===== config.mk =====
export PLATFORM = sky130hd
export DESIGN_NAME = rf_mp_hl
export DESIGN_NICKNAME = d
export VERILOG_FILES = /design/src/rtl/rf_pkg.sv /design/src/rtl/rf_scoreboard.sv /design/src/rtl/rf_mp_hl.sv
export SDC_FILE = /design/constraint.sdc
export NUM_CORES = 2
export LEC_CHECK = 0
export CAP_MARGIN = 20
export CORE_ASPECT_RATIO = 2
export CORE_MARGIN = 3
export CORE_UTILIZATION = 45
export CTS_BUF_LIST = sky130_fd_sc_hd__clkbuf_16
export CTS_CLUSTER_SIZE = 8
export DETAILED_ROUTE_END_ITERATION = 10
export HOLD_SLACK_MARGIN = 0.12
export SYNTH_ARGS = -nofsm -noshare
export SYNTH_HDL_FRONTEND = slang
export SYNTH_HIERARCHICAL = 1
export SYNTH_SLANG_ARGS = --single-unit

===== constraint.sdc =====
create_clock -name clk -period 2.4 [get_ports clk]
set_input_delay 0.24 -clock clk [delete_from_list [all_inputs] [get_ports clk]]
set_output_delay 0.24 -clock clk [all_outputs]
set_load 0.05 [all_outputs]

===== src/rtl/rf_pkg.sv =====
// Shared constants for the multi-port register file: write-mode encodings
// and default geometry.
package rf_pkg;

  localparam int DW_DEF  = 32;
  localparam int AW_DEF  = 4;
  localparam int NRD_DEF = 3;

  localparam logic [1:0] WM_FULL = 2'b00;
  localparam logic [1:0] WM_LO   = 2'b01;
  localparam logic [1:0] WM_HI   = 2'b10;
  localparam logic [1:0] WM_NONE = 2'b11;

endpackage


===== src/rtl/rf_scoreboard.sv =====
// Per-register busy tracking. busy_nxt is the post-update view so the read
// path can forward it in the same cycle; a set wins over a clear to the
// same entry.
module rf_scoreboard
  import rf_pkg::*;
#(
  parameter int AW = AW_DEF
) (
  input  logic                clk,
  input  logic                reset,
  input  logic                set_en,
  input  logic [AW-1:0]       set_addr,
  input  logic                clr_en,
  input  logic [AW-1:0]       clr_addr,
  output logic [2**AW-1:0]    busy_q,
  output logic [2**AW-1:0]    busy_nxt
);

  // next busy vector: clear first, then set so alloc wins on collision
  always_comb begin
    busy_nxt = busy_q;
    if (clr_en) busy_nxt[clr_addr] = 1'b0;
    if (set_en) busy_nxt[set_addr] = 1'b1;
  end

  // busy register with synchronous active-low reset
  always_ff @(posedge clk) begin
    if (!reset) busy_q <= '0;
    else        busy_q <= busy_nxt;
  end

endmodule


===== src/rtl/rf_mp_hl.sv =====
// Multi-port register file with half-word write merge, same-cycle write
// bypass onto registered read ports, and per-register busy bits.
module rf_mp_hl
  import rf_pkg::*;
#(
  parameter int DW       = DW_DEF,
  parameter int AW       = AW_DEF,
  parameter int NRD      = NRD_DEF,
  parameter int ZERO_REG = 0
) (
  input  logic              clk,
  input  logic              reset,
  input  logic              re,
  input  logic [NRD*AW-1:0] raddr,
  output logic [NRD*DW-1:0] rdata,
  output logic [NRD-1:0]    rbusy,
  input  logic              we,
  input  logic [AW-1:0]     waddr,
  input  logic [1:0]        wmode,
  input  logic [DW-1:0]     wdata,
  input  logic              alloc,
  input  logic [AW-1:0]     alloc_addr
);

  localparam int HW    = DW / 2;
  localparam int DEPTH = 2 ** AW;

  logic [DW-1:0]     mem [DEPTH];
  logic [DW-1:0]     merged;
  logic              eff_we;
  logic              alloc_en;
  logic [DEPTH-1:0]  busy_q;
  logic [DEPTH-1:0]  busy_nxt;
  logic [NRD*DW-1:0] rdata_nxt;
  logic [NRD-1:0]    rbusy_nxt;

  assign eff_we   = we && (wmode != WM_NONE) && !((ZERO_REG != 0) && (waddr == '0));
  assign alloc_en = alloc && !((ZERO_REG != 0) && (alloc_addr == '0));

  // merge the write data with the current contents for half-word modes
  always_comb begin
    merged = wdata;
    case (wmode)
      WM_LO:   merged = {mem[waddr][DW-1:HW], wdata[HW-1:0]};
      WM_HI:   merged = {wdata[DW-1:HW], mem[waddr][HW-1:0]};
      default: merged = wdata;
    endcase
  end

  rf_scoreboard #(.AW(AW)) u_sb (
    .clk      (clk),
    .reset    (reset),
    .set_en   (alloc_en),
    .set_addr (alloc_addr),
    .clr_en   (eff_we),
    .clr_addr (waddr),
    .busy_q   (busy_q),
    .busy_nxt (busy_nxt)
  );

  // storage update; reset clears every entry so no write survives it
  always_ff @(posedge clk) begin
    if (!reset) begin
      for (int i = 0; i < DEPTH; i++) mem[i] <= '0;
    end else if (eff_we) begin
      mem[waddr] <= merged;
    end
  end

  // read-port values as they will look after this edge (write bypass)
  always_comb begin
    rdata_nxt = '0;
    rbusy_nxt = '0;
    for (int k = 0; k < NRD; k++) begin
      logic [AW-1:0] ra;
      ra = raddr[k*AW +: AW];
      if ((ZERO_REG != 0) && (ra == '0)) begin
        rdata_nxt[k*DW +: DW] = '0;
        rbusy_nxt[k]          = 1'b0;
      end else begin
        rdata_nxt[k*DW +: DW] = (eff_we && (ra == waddr)) ? merged : mem[ra];
        rbusy_nxt[k]          = busy_nxt[ra];
      end
    end
  end

  // registered read outputs, held while re is low
  always_ff @(posedge clk) begin
    if (!reset) begin
      rdata <= '0;
      rbusy <= '0;
    end else if (re) begin
      rdata <= rdata_nxt;
      rbusy <= rbusy_nxt;
    end
  end

  logic unused_busy_q;
  assign unused_busy_q = ^busy_q;

endmodule


# [Word level (Yosys, flattened, before mapping)]
# Memories as Yosys holds them, arrays and structs flattened. A register that Yosys moved wholly into a read port is not among the register bits.
# Index checks and enable logic that the tools add are counted.
# W data, S select, Z words.
[totals] inputBits=59 n_memories=1 ff_bits=19 ram_bits=512 output_inout_bits=99 word_cells=43
[classes] n_mux=20 eq_ne=3 n_reduce_logical=7 bitwise_logic=3 n_lt_le_gt_ge=7
[mem_list] name="mem" words=16 width=32 rd=4 rd_ports_with_merged_regs=3 wr=16 line="rf_mp_hl.sv:28" rtl="logic [DW-1:0] mem [DEPTH];"
[op_table] op="$pmux W32 S2" n=1
[op_table] op="$mux W16" n=2
[op_table] op="$mux W32" n=1
[op_table] op="$reduce_or A32 Y1" n=1
[op_table] op="$lt A4 B5 Y1 const B" n=5
[op_table] op="$and A16 B16 Y16" n=1
[op_table] op="$not A16 Y16" n=1
[op_table] op="$or A16 B16 Y16" n=1
[op_table] op="$bmux W1 S4" n=3
[op_table] op="$mux W1" n=10
[op_table] op="$demux W1 S4" n=2
[op_table] op="$ge A4 B1 Y1 const B" n=2
[op_table] op="$mux W4" n=1
[op_table] op="$logic_and A1 B1 Y1" n=3
[op_table] op="$logic_not A1 Y1" n=3
[op_table] op="$eq A2 B1 Y1 const B" n=1
[op_table] op="$eq A2 B2 Y1 const B" n=1
[op_table] op="$ne A2 B2 Y1 const B" n=1

# [Longest topological paths before layout]
[depth] ltp_word=11 depth_mapped=9 mapped_depth_nobuf=9

# [Modules after synthesis]
# Netlist, hierarchy kept.
[modules_own_cells] mod="rf_mp_hl" seq_area_each_um2=17356.6 area_each_um2=34627.0 instances=1 cells_per_inst=2581
[modules_own_cells] mod="rf_scoreboard" seq_area_each_um2=320.3 area_each_um2=902.1 instances=1 cells_per_inst=105

# [Worst setup path after synthesis]
# OpenSTA, ideal clock, no wires.
[synth_timing] path_kind="input -> register" startpoint="input port wmode[0]" endpoint="memory mem[15][0] (netlist bit), enable pin" setup_time_ps=372 path_stages=9 path_buffers=3 required_time_ps=2028 path_slack_ps=104 arrival_time_ps=1924 path_cell_list="inv_1 ha_1 buf_2 and4bb_1 and3_1 buf_2 nand3_2 clkbuf_1 nand2_1"
[synth_lines] element="from (decl)" line="rf_mp_hl.sv:19" rtl="input logic [1:0] wmode,"
[synth_lines] element="to (decl)" line="rf_mp_hl.sv:28"

# [Worst setup path after layout]
[layout_timing] startpoint="input port wmode[0]" endpoint="register rbusy[1]"
[layout_via] elab_chain_len=7
[layout_rtl] element="$ne A2 B2 Y1 *" line="rf_mp_hl.sv:37" rtl="assign eff_we = we && (wmode != WM_NONE) && !((ZERO_REG != 0) && (waddr == '0));"
[layout_rtl] element="$logic_and A1 B1 Y1 *" line="rf_mp_hl.sv:37"
[layout_rtl] element="named net eff_we" line="rf_mp_hl.sv:30" rtl="logic eff_we;"
[layout_rtl] element="$mux W16 *" line="rf_scoreboard.sv:22" rtl="if (clr_en) busy_nxt[clr_addr] = 1'b0;"
[layout_rtl] element="$or A16 B16 Y16 (no line)"
[layout_rtl] element="$mux W16 *" line="rf_scoreboard.sv:23" rtl="if (set_en) busy_nxt[set_addr] = 1'b1;"
[layout_rtl] element="named net busy_nxt[4]" line="rf_mp_hl.sv:33" rtl="logic [DEPTH-1:0] busy_nxt;"
[layout_rtl] element="$bmux W1 S4 *" line="rf_mp_hl.sv:82" rtl="rbusy_nxt[k] = busy_nxt[ra];"
[layout_rtl] element="$mux W1 (not written as such) *" line="rf_mp_hl.sv:82"
[layout_rtl] element="to (signal assigned)" line="rf_mp_hl.sv:94" rtl="rbusy <= rbusy_nxt;"
[layout_rtl] element="to (decl)" line="rf_mp_hl.sv:16" rtl="output logic [NRD-1:0] rbusy,"
# Mark *: on every way through the listed nets, which the timed path passes. The rest lies on a longest branch. The select of a mux whose other input is x is not followed.
# A chain may end at the register's enable or synchronous reset.

==> impl_metrics.toml <==
[run_status]
status = "finished clean"

[placement]
dp.final_hpwl_um = 89200
place_area_mm2 = 0.0402
preCtsSetupSlack_ns = -0.640
numPortBuffers = 157
place.gp.congestion = 0.899
dp.cells = 3855

[global_route]
met3_usage_pct = 4.63
grt_max_degree = 83
track_usage_pct = 29.7
grt_use_met2_pct = 55.8
grt_pass1_wl_um = 179000
busiest_layer = "met2"
globalRouteMet1Util_pct = 29.8
grt_overflow = 0
antenna_found_initial = 1
grt_pass1_vias = 28400

[sta]
timing.final.crit_share_pct = 94.7
slew_violations = 0
worst_pin_slew_ns = 1.24
relSlewSlack_pct = 17.2
hold_violations = 0
period_needed_ns = 2.27
fmax_mhz = 440
setup_viol = 0
rsz0062_at_grt = "no"
final.setup_skew_ns = 0.0283
layout_setup_ws_ns = 0.127
fin_setup_tns_ns = 0

[power_and_ir_drop]
p_clk_share_pct = 39.1
p_seq_share_pct = 43.5
p_sw_share_pct = 27.4
p_int_uw = 21400
combPwrFrac_pct = 17.4
ir_drop_mv = 0.450
p_leak_uw = 0.0151
p_per_area_mw_per_mm2 = 689
total_power_uw = 29500
p_sw_uw = 8080

[cts]
cts_hold_buf = 0
cts_tree = "done"
cts_root_buffer = "clkbuf_16"
clkSlewWorstSetupHoldPaths_ns = 0.06
htreeDepth = 3
clk_path_buf_depth = 3
clock_sinks = 627
cts_made_buffers = 88
clock_latency_ns = 0.66

[final_layout]
syn_to_final_growth_pct = 20.5
final_nets = 2978
stdcell_count = 4019
seq_area_mm2 = 0.0177
drive_gt1_share_pct = 26.9
design_area_mm2 = 0.0428
multi_input_area_mm2 = 0.0166
fill_cells = 6392

[hold_path]
hold_path_class = "in -> reg"

[yosys]
netlist_area_mm2 = 0.0355
yosys_most_used_dff = "edfxtp_1"
ys_types = 46
syn_inst = 2686
yosysWarningCount = 6
yosys_register_bits = 627
syn-num-nets = 2748
synthArstFlopShare_pct = 0
syn_avg_cell_area_um2 = 13.2
synth_edf_count = 512
yosys.area.top_type = "edfxtp_1"
synth_top_cell_area_share_pct = 43.3
yosysSeqAreaShare_pct = 49.8
synth_area_leaders = "edfxtp_1, mux4_2, nor2_1"

[floorplan]
dieHeight_um = 403
die_area_mm2 = 0.0826
die_w_um = 205
ioPinCount = 158
rows = 145
start_util_pct = 45.4
fp.coreArea_mm2 = 0.0782

[route]
route.vias.total = 26100
viasPerCell = 6.51
route.detailed.drc = 0
drt-wirelength-per-cell_um = 30.5
drtIter0Drc = 2289
dr.pass1.iters = 5
drt_wl_total_um = 123000
ant_nets = 0

[worst_setup_path]
cp-start-kind = "primary input"
worstPathRequired_ns = 2.91
cp-end-kind = "flop"
critPathKind = "in -> reg"
cp_max_fo = 4
cp.arrival_ns = 2.79

[run]
maxCapViolations = 0
[cell usage after synthesis (6+ instances only)]
cell / instances
a22o_1: 197
a31oi_1: 96
a32o_1: 6
and2_1: 9
and3b_1: 97
buf_1: 7
buf_2: 76
buf_4: 22
buf_6: 12
clkbuf_1: 161
dfxtp_1: 115
edfxtp_1: 512
mux2i_1: 6
mux4_2: 396
nand2_1: 68
nand3_1: 8
nand3_2: 6
nand3b_1: 6
nor2_1: 649
nor2b_1: 12
o211ai_1: 6
o21ai_0: 54
o21ai_1: 104
xnor2_1: 12
[path summary, 6_finish.rpt]
check,from,to,slack [ns],cells past startpoint
max,wmode[0],rbusy[1],0.13,11
min,re,rbusy[0],0.28,4
max reg2reg,mem[13][14],rdata[46],0.75,4
min reg2reg,rbusy[0],rbusy[0],0.49,2
[cell families (layout without fill, tap and decap cells)]
group,Yosys count,count (layout),synth area share (%)
and+or+nand+nor,884,884,11.5
DFF,627,627,49.8
AOI/OAI and AO/OA,469,469,9.21
muxes,405,405,25.4
buffers and inverters,286,589,3.79
xor gates and xnor gates,12,12,0.296
adders and majority gates,3,3,0.106
other,0,1,0
[registers in the layout, indices dropped and copies added (netlist names)]
signal       cells
mem            512
rbusy            3
rdata           96
u_sb/busy_q     16
[stage by stage]
step                util [%]  hold slack, ns
floorplan                  -           0.419
global placement        51.4           0.473
detailed placement      51.4           0.479
CTS                     54.7           0.238
global route            54.8           0.290
finish                  54.8           0.277
[layer usage]
metal | vias to the layer above | routed length, µm
li1 | 11000 | -
met3 | 525 | 7940
met2 | 1430 | 67600
met1 | 13200 | 37900
met4 | 2 | 9050
met5 | - | 13
[repair_timing]
item,4_1_cts,5_1_grt
hold endpoints to repair,0,0
setup buffers,0,0
endpoints found under the setup margin,0,3
resized for setup,0,7
[power by group through the flow]
stage / Sequential, µW / Clock, µW / Combinational (µW)
2_1_floorplan: 13300 / 0 / 2720
3_3_place_gp: 13000 / 0 / 5030
3_5_place_dp: 13000 / 0 / 5100
4_1_cts: 12800 / 11700 / 5110
5_1_grt: 12900 / 12100 / 5350
6_report: 12800 / 11500 / 5140
[area by class of cell]
class / count / area share, %
Multi-Input combinational cell: 1773 / 38.8
Clock inverter: 73 / 0.792
Inverter: 3 / 0.0263
Clock buffer: 90 / 5.26
Tap cell: 1029 / 3.01
Sequential cell: 627 / 41.3
Timing Repair Buffer: 423 / 10.8
Antenna cell: 1 / 0.00584
[critical path: stages]
cell,delay (ns)
clkdlybuf4s50_1,0.44
ha_1,0.24
nor2b_1,0.12
buf_4,0.14
nand3b_4,0.07
or3_1,0.34
a22o_2,0.25
mux4_2,0.49
mux2i_4,0.20
mux2_2,0.18
o21ai_0,0.06
[layout by cell type (no fill, tap or decap), types with 8 or more instances in the layout]
cell	instances
a22o_1	197
a31oi_1	96
and2_1	9
and3b_1	97
buf_12	84
buf_4	183
clkbuf_16	90
clkdlybuf4s50_1	149
dfxtp_1	115
edfxtp_1	512
inv_1	70
mux4_2	396
nand2_1	67
nand3_1	8
nor2_1	646
o21ai_0	46
o21ai_1	110
xnor2_1	12
(Power assumes the default switching activity.)
